$ cat src/rtl/axil_crossbar_wr_route.sv
// rtl/axil_crossbar_wr_route.sv - AXI-Lite write-path router, one master to NUMBER_SLAVE slaves
//
// Routes one AXI-Lite write transaction at a time from the master port to the
// slave chosen by the one-hot decoder grant. The grant is latched when the
// transaction starts, and the route is held until the B handshake completes.
// Zero or multi-hot grants are answered locally with DECERR. A slave that stalls
// for TIMEOUT_CYCLES cycles is abandoned and answered locally with SLVERR.
//
// Ports
//   aclk, aresetn        clock, asynchronous active-low reset
//   grant_wr_trans       one-hot slave select, sampled only while idle
//   m_axil_aw*/w*/b*     master-side write channels
//   s_axil_aw*/w*/b*     slave-side write channels; address/data/strobe broadcast,
//                        valid/ready per slave, s_axil_bresp unpacked per slave
//   busy                 high whenever a transaction is in progress

module axil_crossbar_wr_route #(
    parameter int NUMBER_SLAVE   = 8,
    parameter int AXI_DATA_WIDTH = 32,
    parameter int AXI_ADDR_WIDTH = 32,
    parameter int TIMEOUT_CYCLES = 256
) (
    input  logic                        aclk,
    input  logic                        aresetn,
    input  logic [NUMBER_SLAVE-1:0]     grant_wr_trans,
    input  logic [AXI_ADDR_WIDTH-1:0]   m_axil_awaddr,
    input  logic                        m_axil_awvalid,
    output logic                        m_axil_awready,
    input  logic [AXI_DATA_WIDTH-1:0]   m_axil_wdata,
    input  logic [AXI_DATA_WIDTH/8-1:0] m_axil_wstrb,
    input  logic                        m_axil_wvalid,
    output logic                        m_axil_wready,
    output logic [1:0]                  m_axil_bresp,
    output logic                        m_axil_bvalid,
    input  logic                        m_axil_bready,
    output logic [AXI_ADDR_WIDTH-1:0]   s_axil_awaddr,
    output logic [NUMBER_SLAVE-1:0]     s_axil_awvalid,
    input  logic [NUMBER_SLAVE-1:0]     s_axil_awready,
    output logic [AXI_DATA_WIDTH-1:0]   s_axil_wdata,
    output logic [AXI_DATA_WIDTH/8-1:0] s_axil_wstrb,
    output logic [NUMBER_SLAVE-1:0]     s_axil_wvalid,
    input  logic [NUMBER_SLAVE-1:0]     s_axil_wready,
    input  logic [1:0]                  s_axil_bresp [NUMBER_SLAVE],
    input  logic [NUMBER_SLAVE-1:0]     s_axil_bvalid,
    output logic [NUMBER_SLAVE-1:0]     s_axil_bready,
    output logic                        busy
);

    localparam int TIMER_W = (TIMEOUT_CYCLES > 0) ? $clog2(TIMEOUT_CYCLES + 1) : 1;
    localparam logic [TIMER_W-1:0] TIMER_LAST =
        TIMER_W'((TIMEOUT_CYCLES > 0) ? TIMEOUT_CYCLES - 1 : 0);

    typedef enum logic [1:0] {
        S_IDLE = 2'd0,
        S_XFER = 2'd1,
        S_RESP = 2'd2,
        S_ERR  = 2'd3
    } state_t;

    state_t                  r_state;
    state_t                  w_next_state;
    logic [NUMBER_SLAVE-1:0] r_sel;
    logic                    r_aw_done;
    logic                    r_w_done;
    logic [1:0]              r_err_code;
    logic [TIMER_W-1:0]      r_timer;

    logic                    w_grant_onehot;
    logic                    w_sel_awready;
    logic                    w_sel_wready;
    logic                    w_sel_bvalid;
    logic [1:0]              w_sel_bresp;
    logic                    w_aw_hs;
    logic                    w_w_hs;
    logic                    w_b_hs;
    logic                    w_any_hs;
    logic                    w_timeout;

    // Address and data are broadcast; only the per-slave valids steer them.
    assign s_axil_awaddr = m_axil_awaddr;
    assign s_axil_wdata  = m_axil_wdata;
    assign s_axil_wstrb  = m_axil_wstrb;

    assign busy = (r_state != S_IDLE);

    assign w_grant_onehot = (grant_wr_trans != '0) &&
                            ((grant_wr_trans & (grant_wr_trans - 1'b1)) == '0);

    // r_sel is one-hot (or zero), so masking and OR-reducing picks the selected slave.
    assign w_sel_awready = |(s_axil_awready & r_sel);
    assign w_sel_wready  = |(s_axil_wready  & r_sel);
    assign w_sel_bvalid  = |(s_axil_bvalid  & r_sel);

    always_comb begin
        w_sel_bresp = 2'b00;
        for (int i = 0; i < NUMBER_SLAVE; i++) begin
            w_sel_bresp = w_sel_bresp | ({2{r_sel[i]}} & s_axil_bresp[i]);
        end
    end

    assign w_aw_hs  = m_axil_awvalid & m_axil_awready;
    assign w_w_hs   = m_axil_wvalid  & m_axil_wready;
    assign w_b_hs   = m_axil_bvalid  & m_axil_bready;
    assign w_any_hs = w_aw_hs | w_w_hs | w_b_hs;

    // Fires on the TIMEOUT_CYCLES-th consecutive cycle with no handshake.
    assign w_timeout = (TIMEOUT_CYCLES > 0) &&
                       ((r_state == S_XFER) || (r_state == S_RESP)) &&
                       !w_any_hs && (r_timer == TIMER_LAST);

    // State register
    always_ff @(posedge aclk or negedge aresetn) begin
        if (!aresetn) begin
            r_state <= S_IDLE;
        end else begin
            r_state <= w_next_state;
        end
    end

    // Next-state logic
    always_comb begin
        w_next_state = r_state;
        case (r_state)
            S_IDLE: begin
                if (m_axil_awvalid) begin
                    w_next_state = w_grant_onehot ? S_XFER : S_ERR;
                end
            end
            S_XFER: begin
                if (w_timeout) begin
                    w_next_state = S_ERR;
                end else if ((r_aw_done | w_aw_hs) & (r_w_done | w_w_hs)) begin
                    w_next_state = S_RESP;
                end
            end
            S_RESP: begin
                if (w_b_hs) begin
                    w_next_state = S_IDLE;
                end else if (w_timeout) begin
                    w_next_state = S_ERR;
                end
            end
            S_ERR: begin
                if (w_b_hs) begin
                    w_next_state = S_IDLE;
                end
            end
            default: w_next_state = S_IDLE;
        endcase
    end

    // Output logic
    always_comb begin
        m_axil_awready = 1'b0;
        m_axil_wready  = 1'b0;
        m_axil_bvalid  = 1'b0;
        m_axil_bresp   = 2'b00;
        s_axil_awvalid = '0;
        s_axil_wvalid  = '0;
        s_axil_bready  = '0;
        case (r_state)
            S_XFER: begin
                m_axil_awready = w_sel_awready & ~r_aw_done;
                m_axil_wready  = w_sel_wready  & ~r_w_done;
                s_axil_awvalid = (m_axil_awvalid & ~r_aw_done) ? r_sel : '0;
                s_axil_wvalid  = (m_axil_wvalid  & ~r_w_done)  ? r_sel : '0;
            end
            S_RESP: begin
                m_axil_bvalid = w_sel_bvalid;
                m_axil_bresp  = w_sel_bresp;
                s_axil_bready = m_axil_bready ? r_sel : '0;
            end
            S_ERR: begin
                // Local sink: swallow whatever AW/W is still owed, then answer.
                m_axil_awready = ~r_aw_done;
                m_axil_wready  = ~r_w_done;
                if (r_aw_done & r_w_done) begin
                    m_axil_bvalid = 1'b1;
                    m_axil_bresp  = r_err_code;
                end
            end
            default: ;
        endcase
    end

    // Transaction bookkeeping: route, done flags, error code, stall timer
    always_ff @(posedge aclk or negedge aresetn) begin
        if (!aresetn) begin
            r_sel      <= '0;
            r_aw_done  <= 1'b0;
            r_w_done   <= 1'b0;
            r_err_code <= 2'b00;
            r_timer    <= '0;
        end else begin
            case (r_state)
                S_IDLE: begin
                    r_aw_done <= 1'b0;
                    r_w_done  <= 1'b0;
                    r_timer   <= '0;
                    if (m_axil_awvalid) begin
                        if (w_grant_onehot) begin
                            r_sel <= grant_wr_trans;
                        end else begin
                            r_err_code <= 2'b11;
                        end
                    end
                end
                S_XFER, S_RESP: begin
                    if (w_aw_hs) r_aw_done <= 1'b1;
                    if (w_w_hs)  r_w_done  <= 1'b1;
                    if (w_b_hs) begin
                        r_aw_done <= 1'b0;
                        r_w_done  <= 1'b0;
                    end
                    if (w_any_hs || w_timeout) begin
                        r_timer <= '0;
                    end else if (r_timer != '1) begin
                        r_timer <= r_timer + 1'b1;
                    end
                    // Done flags survive the abort so ERR only takes what is still owed.
                    if (w_timeout) r_err_code <= 2'b10;
                end
                S_ERR: begin
                    r_timer <= '0;
                    if (w_aw_hs) r_aw_done <= 1'b1;
                    if (w_w_hs)  r_w_done  <= 1'b1;
                    if (w_b_hs) begin
                        r_aw_done <= 1'b0;
                        r_w_done  <= 1'b0;
                    end
                end
                default: ;
            endcase
        end
    end

endmodule

$ cat config.mk
export PLATFORM = sky130hd
export DESIGN_NAME = axil_crossbar_wr_route
export DESIGN_NICKNAME = d
export VERILOG_FILES = /design/src/rtl/axil_crossbar_wr_route.sv
export SDC_FILE = /design/constraint.sdc
export NUM_CORES = 1
export LEC_CHECK = 0
export CAP_MARGIN = 20
export CORE_MARGIN = 2
export CORE_UTILIZATION = 33
export CTS_BUF_LIST = sky130_fd_sc_hd__clkbuf_16
export DETAILED_ROUTE_END_ITERATION = 12
export PLACE_DENSITY = 0.86
export RECOVER_POWER = 25
export SYNTH_ARGS = -nofsm -noshare
export SYNTH_HDL_FRONTEND = slang
export SYNTH_SLANG_ARGS = --single-unit
$ cat constraint.sdc
create_clock -name aclk -period 5.91 [get_ports aclk]
set_input_delay 1.182 -clock aclk [delete_from_list [all_inputs] [get_ports aclk]]
set_output_delay 1.182 -clock aclk [all_outputs]
set_load 0.02 [all_outputs]
==> impl_results.md, run 1 <==
* Hold Crit Class: reg -> reg
* Most frequent cell after synthesis: buf_4
* Ys async rst share at 100%
* Delay-heaviest family, CP: buffers and inverters
* Crit path buffers/inverters at 2
* Vias per cell at 5.42
* GRT Total Usage at 17.6%
* Accumulated negative setup slack at 0 ns
* Crit path max fanout at 10
* Clock power frac at 17.9%
* Resize count post-CTS at 0
* Warnings, synthesis at 0
* Clock buffer count from CTS at 3
* Vias at 1,967
* Post-synthesis cell count at 264
* Nets@finish at 396
* Detailed Route Iter0 Violations at 131
* Setup crit end kind: output port
* GR Overflow Total at 0
* CP required at 4.73 ns
* Die ar. at 7690 um2
* Vias in the first global route at 1,898
* Worst vdd ir at 0.130 mV
* Most common cell on crit path: clkdlybuf4s50_1
* Commonest cells in the netlist: buf_4 (69), and3_1 (25), dfrtp_1 (23)
* Logic pwr share at 52.8%
* Max-cap viol count at 0
* Mean post-synth cell area at 8.75 um2
* I/O pins at 219
* Pwr dens at 296 nW/um2
* IO Port Bufs at 82
* GPL Wtd Cong at 0.900
* Fmax at 228 MHz
* Yosys reg bits at 23
* Clock Latency Late Sink at 0.26 ns
* Final hold vios at 0
* Net Sw Power at 340 uW
* Largest net degree at the start of global routing at 25
* Area of the multi-input gates at 1130 um2
* Row count at 30
* Power Total at 812 uW
* Post-synth EDFFs at 0
* Ant diodes at 0
* WL per Instance at 19.3 um
* Slew HR at 25.2%
* First-pass GRT wire length at 10.4 mm
* Max Slew Vio Count at 0
* Setup CP Type: in -> out
* Synthesized area at 2310 um2
* Initial core utilization at 34.0%
* Root Buffer: clkbuf_16
* Fin crit period at 4.39 ns
* DRC viols at 0
* Pleak at 0.00120 uW
* Detailed Route WL at 7.00 mm
* CP Data Arrival Time at 3.21 ns
* Dominant cell type by area after synthesis: dfrtp_1
* Die Y at 87.7 um
* DR pass1 iterations at 4
* Cell-internal power at 472 uW
* Status: complete, no violations
* Core footprint at 6790 um2
* Initial antenna violation count at 0
* Clock sinks at 23
* Layout cell share with drive strength beyond 1 at 7.87%
* Number of setup violations in the final report at 0
* Die Wd at 87.7 um
* Sequential fraction of design power at 29.3%
* Period utilization at 74.2%
* Post-DP HPWL at 5.54 mm
* Synth top area share at 24.9%
* Slew @ Worst Pin at 1.12 ns
* Post-synthesis sequential area ratio at 24.9%
* Clk_skew at 0.00508 ns
* Synth-to-layout area growth at 18.7%
* CTS tree: yes
* Synth top area cells: dfrtp_1 (25%), buf_4 (22%), and3_1 (6.8%)
* Primary FF master, synth: dfrtp_1
* Sequential standard cell area at 576 um2
* CTS H-tree lvls at 1
* Syn Nets at 392
* Post-CTS Repair Setup Buffers at 0
* RSZ-0062 raised after global routing: no
* Sw Share at 41.9%
* Layout fillers at 676
* Setup crit start kind: input pin
* Worst path max stage delay at 0.65 ns
* Slowest CP cell: nor2b_1
* Worst-path cell chain: clkdlybuf4s50_1, nor2b_1, and3_1, clkdlybuf4s50_1
* Post-route ant nets at 0
* Clock Path Buffers at 2
* Cts hold-fix bufs at 0
* Clock slew at reported path FFs at 0.06 ns
* Synth unique cells at 47
[power by group through the flow]
| stage | combinational, uW | clock, uW | sequential (uW) |
|---|---|---|---|
| finish | 428 | 145 | 238 |
| global placement | 418 | 0 | 237 |
| CTS | 427 | 149 | 237 |
| floorplan | 371 | 0 | 209 |
| detailed placement | 424 | 0 | 239 |
| global route | 465 | 155 | 243 |
[cells in the final DEF, fill, tap and decap left out, types with 2 or more instances in the layout]
cell type,count
inv_1,5
nor3_1,3
clkbuf_16,3
nand2_1,6
nor2b_1,5
nand4_1,5
o21ai_0,4
nor2_1,19
a22o_1,3
dfrtp_1,23
clkdlybuf4s50_1,81
mux2i_1,2
and2_1,2
a22oi_2,3
a21oi_1,4
nand2b_1,2
ha_1,7
a21o_1,4
nand3b_1,2
xnor2_1,4
a22oi_1,16
o21bai_1,2
mux2_2,9
nor4_1,2
xor2_1,4
and3_1,25
nand3_1,3
[logic make-up after synthesis]
| logic type | after synthesis | synth area share (%) |
|---|---|---|
| compound gates | 47 | 16.5 |
| buf+inv | 88 | 26.3 |
| fa+ha+maj | 8 | 4.22 |
| simple gates | 78 | 19.2 |
| xor+xnor | 8 | 3.03 |
| flops | 23 | 24.9 |
| mux | 12 | 5.90 |
[worst paths after layout]
kind,startpoint,endpoint,slack [ns],cells after the start
max in group asynchronous,aresetn,r_sel[7]$_DFFE_PN0P_,3.47,2
worst min register to register,r_err_code[1]$_DFFE_PN0P_,r_err_code[1]$_DFFE_PN0P_,0.49,1
worst max register to register,r_state[1]$_DFFE_PN0P_,r_state[1]$_DFFE_PN0P_,3.43,7
min in group asynchronous,aresetn,r_sel[3]$_DFFE_PN0P_,1.18,1
worst max-delay path,m_axil_wvalid,s_axil_wvalid[7],1.52,4
worst min-delay path,r_err_code[1]$_DFFE_PN0P_,r_err_code[1]$_DFFE_PN0P_,0.49,1
[per-stage QoR]
stage | util [%] | setup slack, ns | cell area (um2) | cells | hold WS (ns)
global route | 40.4 | 1.48 | 2740 | 363 | 0.527
floorplan | - | 2.86 | 2310 | 264 | 0.444
detailed placement | 39.2 | 1.58 | 2660 | 358 | 0.471
global placement | 39.2 | 1.60 | 2660 | 358 | 0.467
finish | 40.4 | 1.52 | 2740 | 363 | 0.491
CTS | 40.3 | 1.56 | 2740 | 362 | 0.491
[state kept, by name, summed over array words and instances (netlist names)]
| register | count |
|---|---|
| r_state | 2 |
| r_aw_done | 1 |
| r_sel | 8 |
| r_w_done | 1 |
| r_err_code | 2 |
| r_timer | 9 |
[final cells by class]
cell class | count | area share, %
timing repair buffer | 83 | 30.1
multi-input combinational | 153 | 41.1
tap | 96 | 4.38
clock inverter | 1 | 0.137
sequential | 23 | 21.0
inverter | 4 | 0.547
clock buffer | 3 | 2.74
[routing by layer]
metal  vias up  track usage (%)  routed length (um)
li1        872                -                   -
met1       919             21.4                2640
met2       150             28.9                3370
met3        26             5.66                 775
met4         0             6.99                 209
met5         -                0                   0
Power figures use the tool's default switching activity.
==> inputs of run 2 (changes only) <==
--- a/config.mk
+++ b/config.mk
@@ -7,10 +7,10 @@
 export LEC_CHECK = 0
 export CAP_MARGIN = 20
 export CORE_MARGIN = 2
-export CORE_UTILIZATION = 33
+export CORE_UTILIZATION = 31
 export CTS_BUF_LIST = sky130_fd_sc_hd__clkbuf_16
 export DETAILED_ROUTE_END_ITERATION = 12
-export PLACE_DENSITY = 0.86
+export PLACE_DENSITY = 0.81
 export RECOVER_POWER = 25
 export SYNTH_ARGS = -nofsm -noshare
 export SYNTH_HDL_FRONTEND = slang
==> constraint.sdc (replaced) <==
create_clock -name aclk -period 4.2 [get_ports aclk]
set_input_delay 0.84 -clock aclk [delete_from_list [all_inputs] [get_ports aclk]]
set_output_delay 0.84 -clock aclk [all_outputs]
set_load 0.02 [all_outputs]
==> impl_results.md, run 2 (same netlist as run 1, synthesis figures left out) <==
* Vias at 1,930 (-1.9%)
* Max Slew Vio Count at 0 (unchanged)
* Slew HR at 35.6% (+10 points)
* Biggest register: r_timer
* Slew @ Worst Pin at 0.965 ns (-0.157 ns)
* Sequential fraction of design power at 29.4% (about the same)
* Root Buffer: clkbuf_16
* Sw Share at 41.7% (-0.17 points)
* Setup crit start kind: input pin
* Accumulated negative setup slack at 0 ns (unchanged)
* Initial core utilization at 31.9% (-2.2 points)
* Row count at 31 (+3.3%)
* Met3 WL at 732 um (-5.5%)
* Resize count post-CTS at 0 (unchanged)
* Reg2reg start: r_state[1]$_DFFE_PN0P_
* Vias per cell at 5.26 (-3.0%)
* Net Sw Power at 477 uW (+40%)
* Commonest non-fill, non-tap cell in the layout: clkdlybuf4s50_1
* Die ar. at 8160 um2 (+6.1%)
* Clock slew at reported path FFs at 0.06 ns (about the same)
* Final hold vios at 0 (unchanged)
* Worst path max stage delay at 0.62 ns (-0.03 ns)
* Post-CTS Repair Setup Buffers at 0 (unchanged)
* Die Y at 90.3 um (+3.0%)
* Slowest CP cell: clkdlybuf4s50_1
* Met1 wire length at 2.70 mm (+2.2%)
* Clock buffer count from CTS at 3 (unchanged)
* DR top layer: met4
* Detailed Route Iter0 Violations at 156 (+19%)
* CTS H-tree lvls at 1 (unchanged)
* Initial antenna violation count at 0 (unchanged)
* Vias in the first global route at 1,860 (-2.0%)
* Worst-path cell chain: clkdlybuf4s50_1, nor2b_1, and3_1, clkdlybuf4s50_1
* Worst vdd ir at 0.199 mV (+53%)
* GPL Wtd Cong at 0.956 (+6.2%)
* Ant diodes at 0 (unchanged)
* Hold slack final at 0.516 ns (+0.0245 ns)
* Die Wd at 90.3 um (+3.0%)
* Largest net degree at the start of global routing at 25 (unchanged)
* RSZ-0062 raised after global routing: no
* Fin crit period at 3.71 ns
* Largest register FFs at 9 (unchanged)
* Setup crit end kind: output port
* CTS tree: yes
* Crit path from: m_axil_awvalid
* Top Registers: r_timer: 9 flops, r_sel: 8 flops
* Period utilization at 88.3%
* First-pass GRT wire length at 10.7 mm (+2.9%)
* Clock power frac at 17.6% (-0.3 points)
* Hold Crit Class: reg -> reg
* Post-DP HPWL at 5.56 mm (+0.42%)
* CP Data Arrival Time at 2.87 ns (-0.34 ns)
* DRC viols at 0 (unchanged)
* Power Total at 1140 uW (+41%)
* GRT Total Usage at 16.4% (-1.2 points)
* DR pass1 iterations at 5 (+1)
* Nets@finish at 397 (+0.25%)
* Post-route ant nets at 0 (unchanged)
* I/O pins at 219 (unchanged)
* Most common cell on crit path: clkdlybuf4s50_1
* Clk_skew at 0.00501 ns (-0.0000720 ns)
* IO Port Bufs at 82 (unchanged)
* Detailed Route WL at 7.01 mm (+0.26%)
* CP required at 3.36 ns (-1.37 ns)
* Met2 wire length at 3.39 mm (+0.77%)
* Logic pwr share at 53.1% (+0.3 points)
* Fmax at 270 MHz
* Clock Path Buffers at 2 (unchanged)
* Layout cell share with drive strength beyond 1 at 8.21% (+0.34 points)
* Cell-internal power at 666 uW (+41%)
* Synth-to-layout area growth at 19.2%
* Core footprint at 7250 um2 (+6.8%)
* Layout fillers at 735 (+8.7%)
* Max-cap viol count at 0 (unchanged)
* WL per Instance at 19.1 um (-0.84%)
* Pwr dens at 415 nW/um2 (+40%)
* Hold Crit Start: r_err_code[1]$_DFFE_PN0P_
* Clock Latency Late Sink at 0.26 ns (about the same)
* Setup CP Type: in -> out
* Clock sinks at 23 (unchanged)
* Commonest non-fill, non-tap cells in the layout: clkdlybuf4s50_1 (81), and3_1 (25), dfrtp_1 (23)
* Pleak at 0.00120 uW (+0.42%)
* Cts hold-fix bufs at 0 (unchanged)
* Number of setup violations in the final report at 0 (unchanged)
* Status: complete, no violations
* Crit path max fanout at 10 (unchanged)
* GR Overflow Total at 0 (unchanged)
## run 2: cell count changes in the layout (fill, tap and decap cells not counted)
cell / before / now
buf_4: 0 / 1
## run 2: metrics by stage
| stage | util [%] | instance area [um2] | cells | setup slack [ns] |
|---|---|---|---|---|
| 6_report | 38.0 | 2750 | 367 | 0.492 |
| 5_1_grt | 38.0 | 2750 | 367 | 0.368 |
| 3_3_place_gp | 36.8 | 2670 | 362 | 0.545 |
| 3_5_place_dp | 36.8 | 2670 | 362 | 0.532 |
| 2_1_floorplan | - | 2310 | 264 | 1.74 |
| 4_1_cts | 37.9 | 2750 | 366 | 0.523 |
## run 2: power groups by stage
stage | registers [uW] | clock network (uW) | logic, uW
4_1_cts | 333 | 206 | 602
6_report | 336 | 201 | 607
3_3_place_gp | 334 | 0 | 585
3_5_place_dp | 337 | 0 | 597
5_1_grt | 343 | 215 | 658
2_1_floorplan | 294 | 0 | 523
## run 2: final cells by class
class | count | area [um2] | area share [%]
Multi-Input combinational cell | 153 | 1130 | 41.0
Sequential cell | 23 | 576 | 20.9
Inverter | 4 | 15.0 | 0.545
Tap cell | 99 | 124 | 4.50
Clock inverter | 1 | 3.75 | 0.136
Clock buffer | 3 | 75.1 | 2.73
Timing Repair Buffer | 84 | 832 | 30.2
## run 2: critical path, delay by kind of cell
family / cells / cell delay (ns)
simple gates: 2 / 0.85
buf+inv: 2 / 1.18
## run 2: path summary, 6_finish.rpt
check                      cells after the start                   endpoint  slack (ns)
min reg2reg                                    1  r_err_code[1]$_DFFE_PN0P_        0.52
max                                            4          s_axil_awvalid[6]        0.49
min in group asynchronous                      1       r_sel[2]$_DFFE_PN0P_        0.89
min                                            1  r_err_code[1]$_DFFE_PN0P_        0.52
max in group asynchronous                      2     r_timer[1]$_DFFE_PN0P_        2.15
max reg2reg                                    7     r_state[1]$_DFFE_PN0P_        1.76
## run 2: metal layers
layer / track usage, % / vias up
li1: - / 877
met1: 20.8 / 905
met2: 25.8 / 127
met3: 6.09 / 21
met4: 5.13 / 0
met5: 0 / -
